## src/rtl/or1200_vlx_rd.sv

```systemverilog
// JPEG entropy bit-stream reader: byte fetch, 0xFF/0x00 unstuffing, marker stop, get-n-bits.
// Optional VLX_RD_PEEK_EN adds peek_i for non-consuming reads.
module or1200_vlx_rd #(
    parameter logic [31:0] RST_ADDR   = 32'h0000_0000,
    parameter int          REFILL_LVL = 24
) (
    input  logic        clk_i,
    input  logic        rst_i,
    input  logic        get_bit_op_i,
    input  logic [4:0]  num_bits_to_read_i,
    output logic [31:0] dat_o,
    output logic        stall_cpu_o,
    input  logic        spr_cs,
    input  logic        spr_write,
    input  logic [1:0]  spr_addr,
    input  logic [31:0] spr_dat_i,
    output logic [31:0] spr_dat_o,
    output logic        ld_req_o,
    output logic [31:0] ld_addr_o,
    input  logic [31:0] ld_dat_i,
    input  logic        ack_i
`ifdef VLX_RD_PEEK_EN
    ,
    input  logic        peek_i
`endif
);

    typedef enum logic {F_IDLE, F_REQ} fstate_t;
    typedef enum logic [1:0] {R_IDLE, R_WAIT, R_DONE} rstate_t;

    localparam logic [5:0] LVL = 6'(REFILL_LVL);

    fstate_t     fst_q, fst_n;
    rstate_t     rst_q, rst_n;
    logic [31:0] bits_q, ptr_q, addr_q;
    logic [5:0]  fill_q;
    logic [7:0]  mbyte_q;
    logic        prev_ff_q, marker_q, underrun_q, drop_q;

    logic        ptr_wr, ack_ok, take, append, new_marker, pk;
    logic [7:0]  byte_in;
    logic [4:0]  ne, pad_sh;
    logic [47:0] wide;
    logic [15:0] top, pad;
    logic        have, flush_rd, set_ur;
    logic [5:0]  cons, fill_k, fill_n;
    logic [31:0] kept, bits_n, dat_n;
    logic        unused_bits;

`ifdef VLX_RD_PEEK_EN
    assign pk = peek_i;
`else
    assign pk = 1'b0;
`endif

    assign unused_bits = ^{ld_dat_i[31:8], spr_addr[0]};

    assign ptr_wr     = spr_cs & spr_write & spr_addr[1];
    assign byte_in    = ld_dat_i[7:0];
    assign ack_ok     = (fst_q == F_REQ) & ack_i;
    // A byte requested before a pointer write belongs to the old stream.
    assign take       = ack_ok & ~drop_q & ~ptr_wr;
    assign append     = take & ~prev_ff_q;
    assign new_marker = take & prev_ff_q & (byte_in != 8'h00);

    assign ld_req_o  = (fst_q == F_REQ);
    assign ld_addr_o = addr_q;

    assign stall_cpu_o = rst_i & (((rst_q == R_IDLE) & get_bit_op_i)
                                  | (rst_q == R_WAIT));

    assign spr_dat_o = !spr_cs      ? 32'h0 :
                       spr_addr[1]  ? ptr_q :
                       {10'b0, fill_q, mbyte_q, 6'b0, underrun_q, marker_q};

    always_comb begin
        fst_n = fst_q;
        unique case (fst_q)
            F_IDLE: if (fill_q <= LVL && !marker_q && !ptr_wr) fst_n = F_REQ;
            F_REQ:  if (ack_i) fst_n = F_IDLE;
        endcase
    end

    assign ne     = (num_bits_to_read_i > 5'd16) ? 5'd16 : num_bits_to_read_i;
    assign wide   = {16'b0, bits_q} << ne;
    assign top    = wide[47:32];
    assign have   = ({1'b0, ne} <= fill_q);
    assign pad_sh = ne - fill_q[4:0];
    assign pad    = ~(16'hFFFF << pad_sh);

    always_comb begin
        rst_n    = rst_q;
        dat_n    = dat_o;
        cons     = 6'd0;
        flush_rd = 1'b0;
        set_ur   = 1'b0;
        unique case (rst_q)
            R_IDLE, R_WAIT: begin
                if (rst_q == R_WAIT || get_bit_op_i) begin
                    if (have) begin
                        dat_n = {16'b0, top};
                        cons  = pk ? 6'd0 : {1'b0, ne};
                        rst_n = R_DONE;
                    end else if (marker_q) begin
                        // Stream ended at a marker: hand back what is left, 1-padded.
                        dat_n    = {16'b0, top | pad};
                        flush_rd = ~pk;
                        set_ur   = ~pk;
                        rst_n    = R_DONE;
                    end else begin
                        rst_n = R_WAIT;
                    end
                end
            end
            R_DONE:  rst_n = R_IDLE;
            default: rst_n = R_IDLE;
        endcase
    end

    assign kept   = flush_rd ? 32'h0 : (bits_q << cons);
    assign fill_k = flush_rd ? 6'd0 : (fill_q - cons);
    assign bits_n = append ? (kept | ({byte_in, 24'b0} >> fill_k)) : kept;
    assign fill_n = append ? (fill_k + 6'd8) : fill_k;

    always_ff @(posedge clk_i or negedge rst_i) begin
        if (!rst_i) begin
            fst_q      <= F_IDLE;
            rst_q      <= R_IDLE;
            dat_o      <= 32'h0;
            bits_q     <= 32'h0;
            fill_q     <= 6'd0;
            ptr_q      <= RST_ADDR;
            addr_q     <= 32'h0;
            mbyte_q    <= 8'h0;
            prev_ff_q  <= 1'b0;
            marker_q   <= 1'b0;
            underrun_q <= 1'b0;
            drop_q     <= 1'b0;
        end else begin
            fst_q <= fst_n;
            rst_q <= rst_n;
            dat_o <= dat_n;
            if (fst_q == F_IDLE && fst_n == F_REQ) addr_q <= ptr_q;
            if (ptr_wr) begin
                ptr_q      <= spr_dat_i;
                bits_q     <= 32'h0;
                fill_q     <= 6'd0;
                prev_ff_q  <= 1'b0;
                marker_q   <= 1'b0;
                underrun_q <= 1'b0;
                drop_q     <= (fst_q == F_REQ) & ~ack_i;
            end else begin
                bits_q <= bits_n;
                fill_q <= fill_n;
                if (take) begin
                    ptr_q     <= ptr_q + 32'd1;
                    prev_ff_q <= ~prev_ff_q & (byte_in == 8'hFF);
                end
                if (new_marker) begin
                    marker_q <= 1'b1;
                    mbyte_q  <= byte_in;
                end
                if (set_ur) underrun_q <= 1'b1;
                if (ack_ok) drop_q <= 1'b0;
            end
        end
    end

endmodule

```

## config.mk

```make
export PLATFORM = sky130hd
export DESIGN_NAME = or1200_vlx_rd
export DESIGN_NICKNAME = d
export VERILOG_FILES = /design/src/rtl/or1200_vlx_rd.sv
export SDC_FILE = /design/constraint.sdc
export NUM_CORES = 1
export LEC_CHECK = 0
export BUFFER_PORTS_ARGS = -buffer_cell sky130_fd_sc_hd__buf_2
export CORE_AREA = 2 2 145 147
export DETAILED_ROUTE_END_ITERATION = 10
export DIE_AREA = 0 0 147 149
export GPL_ROUTABILITY_DRIVEN = 0
export PLACE_DENSITY = 0.67
export SYNTH_ARGS = -nofsm -noshare
export SYNTH_HDL_FRONTEND = slang
export SYNTH_SLANG_ARGS = --single-unit
export TNS_END_PERCENT = 50
```

## constraint.sdc

```tcl
create_clock -name clk_i -period 12.4 [get_ports clk_i]
set_input_delay 0 -clock clk_i [delete_from_list [all_inputs] [get_ports clk_i]]
set_output_delay 0 -clock clk_i [all_outputs]
set_load 0.1 [all_outputs]
```

# After elaboration in Yosys (flattened, before gate mapping)
# Cells that the tools add are included.
# totals
register_bits	149
input_bits	77
output_inout_bits	98
elab_cells	98
# classes
n_addsub	4
magnitude_cmp	3
n_eq_ne	3
n_shift	4
mux	35
bitwise	21
n_reduce_logical	16
# op_table
operator	count
$mux W32	9
$shl A32 B5 Y48	1
$add A32 B1 Y32 const B	1
$or A32 B32 Y32	1
$shl A32 B6 Y32	1
$shr A32 B6 Y32	1
$mux W5	4
$mux W6	3
$not A16 Y16	1
$or A16 B16 Y16	1
$shl A16 B5 Y16 const A	1
$mux W1	14
$and A1 B1 Y1	12
$reduce_bool A2 Y1	5
$eq A8 B8 Y1 const B	1
$mux W2	4
$reduce_bool A8 Y1	1
$add A6 B4 Y6 const B	1
$le A5 B6 Y1	1
$le A6 B5 Y1 const B	1
$sub A6 B6 Y6	1
$gt A5 B5 Y1 const B	1
$not A1 Y1	5
$sub A5 B5 Y5	1
11 further kinds	14

# Logic depth before layout (Yosys ltp)
# Gate-level depths: netlist of run 1.
# logic_depth
depth_word	12
mapped_depth	25
mapped_depth_nobuf	20

# Least setup slack after synthesis of run 1
# No wires, ideal clock.
# synth_timing
kind	input-to-reg
start	in num_bits_to_read_i[1]
end	reg bits_q[30]
setup_ns	0.087
arrival_ns	4.193
t_required_ns	12.313
slack_ns	8.120
stages	24
path_buffers	4
cell_sequence	buf_2 -> inv_2 -> nor2_1 -> inv_1 -> buf_2 -> buf_2 -> fa_1 -> nor2b_4 -> o31a_4 -> o21ai_4 -> nand2_2 -> buf_1 -> nor2_1 -> ha_1 -> inv_1 -> fa_1 -> a21o_1 -> a21oi_1 -> xnor2_1 -> o21ai_0 -> nand3_1 -> nor2_1 -> nand2_1 -> a211oi_2
# synth_via
elab_chain_len	12
elab_cells_between_ends	17
cone_classes	add/sub: 1; order compare: 2; shift: 2; mux: 11; bitwise: 1
# synth_rtl
item	line_no	source
from (decl)	10	input logic [4:0] num_bits_to_read_i,
$gt A5 B5 Y1	84	assign ne = (num_bits_to_read_i > 5'd16) ? 5'd16 : num_bits_to_read_i;
$mux W5 *	84	
$le A5 B6 Y1	87	assign have = ({1'b0, ne} <= fill_q);
$mux W5	100	if (have) begin
$mux W5	99	if (rst_q == R_WAIT || get_bit_op_i) begin
$mux W5	97	unique case (rst_q)
$sub A6 B6 Y6	121	assign fill_k = flush_rd ? 6'd0 : (fill_q - cons);
$mux W6	121	
$shr A32 B6 Y32	122	assign bits_n = append ? (kept | ({byte_in, 24'b0} >> fill_k)) : kept;
$or A32 B32 Y32	122	
$mux W32 *	122	
$mux W32 *	144	if (ptr_wr) begin
to (signal assigned)	153	bits_q <= bits_n;
to (decl)	35	logic [31:0] bits_q, ptr_q, addr_q;
# Mark *: on every way between the ends. The rest lies on a longest branch, timed or not.
# A chain may end at the register's enable or synchronous reset.

# Final worst setup path of run 1
# layout_timing
start	in num_bits_to_read_i[4]
end	reg bits_q[30]
# Same word-level chain as after synthesis.

==> out/qor.tcl, run 1 <==
set qor(diodes) 0
set qor(cellLeakagePower_nw) 5.03
set qor(detailed_place_hpwl_um) 21900
set qor(outcome) {finished clean}
set qor(yosysTopAreaCell) {sky130_fd_sc_hd__dfrtp_1}
set qor(worstHoldPathType) {primary input to flop}
set qor(timing.critical_path.fanout_max) 34
set qor(filler_cell_count) 1886
set qor(final_core_utilization_pct) 56.1
set qor(number_of_antenna_violations_at_the_first_check_in_global_routing) 1
set qor(syn_avg_cell_area_um2) 8.40
set qor(final_area_um2) 11500
set qor(drc) 0
set qor(crit_path_top_delay_cell) {sky130_fd_sc_hd__nand2b_1}
set qor(worst_margin_pin_slew_ns) 0.984
set qor(cpPeakStageDelay_ns) 0.62
set qor(synthFlopType) {sky130_fd_sc_hd__dfrtp_1}
set qor(ys_warn_count) 0
set qor(multiInputGateArea_um2) 6050
set qor(synth.lib_cells_used.distinct) 84
set qor(critical_path_launch_point_type) {primary input}
set qor(globalRoute.totalOverflow) 0
set qor(synth.ff_latch_count) 133
set qor(finish.cell_count_without_fillers) 1591
set qor(dpl.cell_count) 1518
set qor(fp.coreArea_um2) 20600
set qor(power-per-cell-area_nw_per_um2) 292
set qor(area.sequential_um2) 3330
set qor(synth_enable_flop_cells) 0
set qor(drtIter0Drc) 985
set qor(post_synth_instance_area_um2) 9940
set qor(finalSetupTns_ns) 0
set qor(clock-root-buffer) {sky130_fd_sc_hd__clkbuf_16}
set qor(slew-limit-headroom_pct) 34.4
set qor(dieWidth_um) 147
set qor(clock_tree_from_tritoncts) {yes}
set qor(worst-endpoint-arrival_ns) 6.39
set qor(peakVddDrop_mv) 0.257
set qor(grt_max_degree) 88
set qor(die_y_um) 149
set qor(port_buffers) 133
set qor(crit_path_end_kind) {flop}
set qor(top_level_ports) 175
set qor(wirelength_um) 31400
set qor(r2r_slack_ns) 7.20
set qor(clock_sinks) 133
set qor(final_antenna_net_count) 0
set qor(min_period_ns) 6.05
set qor(clk_pin_slew_ns) 0.06
set qor(finalHoldViolCount) 0
set qor(viasPerCell) 6.15
set qor(layout-area-overhead-vs-synth_pct) 15.9
set qor(fin_total_pwr_mw) 3.37
set qor(initial_core_util_pct) 48.4
set qor(ctsHtreeMaxLevel) 4
set qor(grt_setup_unrepaired) {no}
set qor(timing_max_transition_violations_final) 0
set qor(postPlaceCellArea_um2) 10600
set qor(cap_viol_max_count) 0
set qor(timing_worst_setup_path_type) {primary input to flop}
set qor(design.final.nets) 1395
set qor(fin_worst_skew_ns) 0.0103
set qor(row_count) 53
set qor(clock.fmax_ghz) 0.165
set qor(dp_worst_setup_slack_ns) 6.11
set qor(netlist.area_leader.share_pct) 33.5
set qor(track_usage_pct) 28.5
set qor(dr.pass1.iters) 7
set qor(clkLatencyLatePin_ns) 0.42
set qor(cell_count_after_synthesis) 1184
set qor(drive_gt1_share_pct) 19.3
set qor(ys_top_cells_by_count) {133 x sky130_fd_sc_hd__dfrtp_1, 131 x sky130_fd_sc_hd__nand2_1, 100 x sky130_fd_sc_hd__nor2_1, 92 x sky130_fd_sc_hd__o21ai_0, 70 x sky130_fd_sc_hd__a21oi_1}
set qor(cts_made_buffers) 17
set qor(vias) 9792
set qor(critical_path_required_ns) 12.74
set qor(worstPathCellList) {buf_2, nand2b_1, inv_1, ha_1, nor2b_4, o31a_4, o21ai_4, nand2_2, nor2_4, inv_1, ha_1, o21a_1, o211a_1, a211oi_1, o21ai_0, nand3_1, nor2_1, nand2_1, a211oi_2}
set qor(cts_hold_repair.buffers) 42
set qor(finalWorstSetupSlack_ns) 6.35
set qor(dieArea_um2) 21900
set qor(clock_path_buffers) 2
set qor(layout_worst_path_cycle_share_pct) 48.8
set qor(synth.most_common_cell) {sky130_fd_sc_hd__dfrtp_1}
set qor(yosys-top-cells-area) {sky130_fd_sc_hd__dfrtp_1 33%, sky130_fd_sc_hd__mux2i_1 5.5%, sky130_fd_sc_hd__mux2_2 5.1%}
set qor(wire_length_of_the_first_global_routing_pass_um) 49700
set qor(cts-resized-gates) 0
set qor(timing.hold.ws_ns) 0.0858
set qor(post_cts_buffers) 0
set qor(postSynth.asyncResetShare_pct) 100
set qor(avgRoutedWirePerCell_um) 19.8
set qor(synth-seq-area-share_pct) 33.5
set qor(report.final.setup_viol) 0
set qor(first_global_vias) 9176
==> cells by family after synthesis <==
family	Yosys count	share of synthesized area, %
buf+inv	130	6.32
flops	133	33.5
mux	102	11.1
xor+xnor	41	3.61
fa+ha+maj	14	1.91
simple gates	433	21.5
other cells	1	0.0377
compound gates	330	22.1
==> flip-flops by register name, indices dropped and copies added, names as in the netlist <==
| name | count |
|---|---|
| marker_q | 1 |
| bits_q | 32 |
| drop_q | 1 |
| prev_ff_q | 1 |
| ld_addr_o | 32 |
| rst_q | 2 |
| fill_q | 6 |
| ptr_q | 32 |
| mbyte_q | 8 |
| underrun_q | 1 |
| dat_o | 16 |
| ld_req_o | 1 |
==> layout by cell type (no fill, tap or decap), types with 27 or more instances in the layout <==
master	synthesis	layout
sky130_fd_sc_hd__a21oi_1	70	70
sky130_fd_sc_hd__and3_1	28	27
sky130_fd_sc_hd__buf_2	19	132
sky130_fd_sc_hd__dfrtp_1	133	133
sky130_fd_sc_hd__dlygate4sd3_1	0	42
sky130_fd_sc_hd__inv_1	29	29
sky130_fd_sc_hd__mux2_2	45	45
sky130_fd_sc_hd__mux2i_1	55	55
sky130_fd_sc_hd__nand2_1	131	131
sky130_fd_sc_hd__nand3_1	32	31
sky130_fd_sc_hd__nor2_1	100	100
sky130_fd_sc_hd__nor2b_1	34	34
sky130_fd_sc_hd__nor3_1	34	34
sky130_fd_sc_hd__o21ai_0	92	91
sky130_fd_sc_hd__o22ai_1	27	27
==> path summary, 6_finish.rpt <==
kind	endpoint	from	cells past startpoint
setup / recovery	bits_q[30]	num_bits_to_read_i[4]	19
hold / removal	rst_q[0]	get_bit_op_i	3
setup reg to reg	bits_q[30]	fill_q[2]	17
hold reg to reg	dat_o[7]	dat_o[7]	2
max in group asynchronous	mbyte_q[4]	rst_i	3
min in group asynchronous	rst_q[0]	rst_i	2
==> critical path, delay by kind of cell <==
| kind | cells | cell delay [ns] |
|---|---|---|
| simple gates | 7 | 2.48 |
| buf+inv | 3 | 1.37 |
| fa+ha+maj | 2 | 1.01 |
| compound gates | 7 | 1.49 |
==> cell type report <==
class | count | area share (%)
clock inverters | 11 | 0.695
clock buffers | 20 | 3.87
repair buffers | 184 | 10.1
multi-input cells | 936 | 52.5
well taps | 275 | 2.98
inverters | 32 | 1.04
flip-flops and latches | 133 | 28.9
==> routing by layer <==
layer / part of all wire [%] / wire length (um) / vias to the layer above / track usage (%)
met5: 0.035 / 11 / - / 0
met4: 3.4 / 1070 / 2 / 11.4
met3: 9.0 / 2840 / 117 / 6.21
met2: 46 / 14600 / 516 / 45.8
met1: 41 / 12900 / 4622 / 37.7
li1: - / - / 4535 / -
==> power breakdown <==
group	internal, mW	switching, mW
registers	0.590	0.200
logic	0.603	1.52
clock network	0.260	0.197
total	1.45	1.91
Note: power is estimated with default switching activity, not from simulation.
==> inputs of run 2 (changes only) <==
==> constraint.sdc (replaced) <==
create_clock -name clk_i -period 5.82 [get_ports clk_i]
set_input_delay 0 -clock clk_i [delete_from_list [all_inputs] [get_ports clk_i]]
set_output_delay 0 -clock clk_i [all_outputs]
set_load 0.1 [all_outputs]
==> run 2 against run 1 <==
  * Design area up 2.1%
  * Routed wire length up 1.9%
  * First-iteration DRC count up 22%
  * Sequential power up 110%
  * Critical endpoint is now bits_q[21]
  * Highest routed layer is now met4
  * Critical path type is now flop to flop
  * Setup slack worse by 4.8 ns
  * Largest cell class unchanged
  * Worst hold slack worse by 0.035 ns
  * Total power up 120%
==> out/qor.tcl, run 2 (synthesis gave the netlist of run 1 again) <==
set qor(worst-endpoint-arrival_ns) 4.62 ;# -1.77 ns
set qor(worstReg2RegEnd) {bits_q[21]}
set qor(filler_cell_count) 1880 ;# -0.32%
set qor(worstSetupStartpoint) {fill_q[2]}
set qor(fin_worst_skew_ns) 0.00988 ;# -0.000433 ns
set qor(worstHoldPathType) {primary input to flop}
set qor(critical_path_launch_point_type) {flop}
set qor(timing.critical_path.fanout_max) 17 ;# -50%
set qor(row_count) 53 ;# unchanged
set qor(crit_path_top_delay_cell) {sky130_fd_sc_hd__fa_1}
set qor(layout-area-overhead-vs-synth_pct) 18.4
set qor(peakVddDrop_mv) 0.411 ;# +60%
set qor(fp.coreArea_um2) 20600 ;# unchanged
set qor(cellLeakagePower_nw) 5.18 ;# +3.0%
set qor(track_usage_pct) 28.9 ;# +0.42 points
set qor(worstPathCellList) {inv_1, ha_1, nor2b_4, o31a_4, o21a_4, nor2_4, nand2_1, fa_1, inv_1, or3_1, o21ai_0, o21ai_0, o22ai_1}
set qor(top_level_ports) 175 ;# unchanged
set qor(dieWidth_um) 147 ;# unchanged
set qor(die_y_um) 149 ;# unchanged
set qor(grt_setup_unrepaired) {no}
set qor(post_cts_buffers) 0 ;# unchanged
set qor(detailed_place_hpwl_um) 22400 ;# +2.4%
set qor(layout_commonest_cell) {sky130_fd_sc_hd__dfrtp_1}
set qor(final_area_um2) 11800 ;# +2.1%
set qor(port_buffers) 133 ;# unchanged
set qor(first_global_vias) 9254 ;# +0.85%
set qor(path_buf_inv) 2 ;# -1
set qor(path_delay_family) {adder cells}
set qor(cap_viol_max_count) 0 ;# unchanged
set qor(design.final.nets) 1417 ;# +1.6%
set qor(layout.cells.most_common_list) {133 x sky130_fd_sc_hd__dfrtp_1, 132 x sky130_fd_sc_hd__buf_2, 131 x sky130_fd_sc_hd__nand2_1}
set qor(ctsHtreeMaxLevel) 4 ;# unchanged
set qor(timing_max_transition_violations_final) 0 ;# unchanged
set qor(drive_gt1_share_pct) 20.8 ;# +1.5 points
set qor(viasPerCell) 6.18 ;# +0.39%
set qor(globalRoute.totalOverflow) 0 ;# unchanged
set qor(postPlaceCellArea_um2) 10700 ;# +1.6%
set qor(initial_core_util_pct) 48.4 ;# unchanged
set qor(worst-r2r-cell-count) 13 ;# -4
set qor(clock_path_buffers) 2 ;# unchanged
set qor(clock-root-buffer) {sky130_fd_sc_hd__clkbuf_16}
set qor(worstHoldStart) {get_bit_op_i}
set qor(avgRoutedWirePerCell_um) 19.8 ;# +0.44%
set qor(clock_sinks) 133 ;# unchanged
set qor(wirelength_um) 32000 ;# +1.9%
set qor(power-per-cell-area_nw_per_um2) 626 ;# +110%
set qor(number_of_antenna_violations_at_the_first_check_in_global_routing) 0 ;# -1
set qor(r2r_slack_ns) 1.51 ;# -5.69 ns
set qor(critical_path.reg2reg.startpoint) {fill_q[2]}
set qor(grt_max_degree) 93 ;# +5.7%
set qor(dieArea_um2) 21900 ;# unchanged
set qor(cts-resized-gates) 0 ;# unchanged
set qor(worst_margin_pin_slew_ns) 1.10 ;# +0.116 ns
set qor(cpPeakStageDelay_ns) 0.93 ;# +0.31 ns
set qor(critical_path_required_ns) 6.13 ;# -6.61 ns
set qor(layout_worst_path_cycle_share_pct) 74.0
set qor(finalSetupTns_ns) 0 ;# unchanged
set qor(min_path_cells) 3 ;# unchanged
set qor(finalHoldViolCount) 0 ;# unchanged
set qor(clock.fmax_ghz) 0.232
set qor(area.sequential_um2) 3330 ;# unchanged
set qor(outcome) {finished clean}
set qor(clk_pin_slew_ns) 0.07 ;# about the same
set qor(drtIter0Drc) 1202 ;# +22%
set qor(clkLatencyLatePin_ns) 0.43 ;# about the same
set qor(clock_tree_from_tritoncts) {yes}
set qor(final_antenna_net_count) 0 ;# unchanged
set qor(crit_path_end_kind) {flop}
set qor(min_period_ns) 4.31
set qor(slew-limit-headroom_pct) 25.8 ;# -8.5 points
set qor(whs_endpoint) {rst_q[0]}
set qor(wire_length_of_the_first_global_routing_pass_um) 50400 ;# +1.4%
set qor(timing_worst_setup_path_type) {flop to flop}
set qor(cts_made_buffers) 17 ;# unchanged
set qor(vias) 9972 ;# +1.8%
set qor(drc) 0 ;# unchanged
set qor(report.final.setup_viol) 0 ;# unchanged
set qor(diodes) 0 ;# unchanged
set qor(multiInputGateArea_um2) 6050 ;# unchanged
set qor(dr.pass1.iters) 5 ;# -2
==> run 2: timing repair <==
item | 4_1_cts | 5_1_grt
endpoints found under the hold margin | 132 | 0
endpoints found under the setup margin | 0 | 0
hold buffers | 42 | 0
==> run 2: where the power goes <==
part | total [mW] | switching [mW] | internal [mW]
Combinational | 4.57 | 3.24 | 1.33
Sequential | 1.68 | 0.420 | 1.26
Clock | 1.12 | 0.462 | 0.658
==> run 2: final cells by class <==
class | count | share of cell area [%]
clock buffer | 19 | 3.76
sequential | 133 | 28.3
multi-input combinational | 936 | 51.4
timing repair buffer | 206 | 11.3
inverter | 32 | 1.02
clock inverter | 13 | 1.35
tap | 275 | 2.92
==> run 2: worst register-to-register path, stage by stage, from the launching register on <==
cell	delay, ns
sky130_fd_sc_hd__dfrtp_1	0.41
sky130_fd_sc_hd__inv_1	0.06
sky130_fd_sc_hd__ha_1	0.37
sky130_fd_sc_hd__nor2b_4	0.16
sky130_fd_sc_hd__o31a_4	0.32
sky130_fd_sc_hd__o21a_4	0.29
sky130_fd_sc_hd__nor2_4	0.21
sky130_fd_sc_hd__nand2_1	0.15
sky130_fd_sc_hd__fa_1	0.93
sky130_fd_sc_hd__inv_1	0.18
sky130_fd_sc_hd__or3_1	0.48
sky130_fd_sc_hd__o21ai_0	0.16
sky130_fd_sc_hd__o21ai_0	0.17
sky130_fd_sc_hd__o22ai_1	0.29
==> run 2: per-stage QoR <==
stage          std cells  setup slack (ns)  total power, mW  utilization [%]  hold WS (ns)
2_1_floorplan       1199              1.54             5.14                -        -0.296
3_3_place_gp        1540              1.42             6.10             52.3         0.129
3_5_place_dp        1540              1.39             6.14             52.3         0.132
4_1_cts             1614              1.58             7.30             57.3        0.0454
5_1_grt             1614              1.24             7.74             57.3        0.0963
6_report            1614              1.51             7.37             57.3        0.0506
==> run 2: layer usage <==
metal | vias to the layer above | wire [um] | GRT usage, %
met1 | 4744 | 13200 | 39.0
met3 | 113 | 2780 | 5.66
met4 | 0 | 1270 | 12.2
li1 | 4576 | - | -
met5 | - | 0 | 0
met2 | 539 | 14800 | 45.8
==> run 2: how the worst max path moves through the flow <==
stage,to,slack (ns),cells past startpoint
finish,bits_q[21],1.51,13
global route,bits_q[30],1.24,16
CTS,bits_q[21],1.58,13
detailed placement,bits_q[21],1.39,17
global placement,bits_q[21],1.42,16
floorplan,bits_q[30],1.54,24
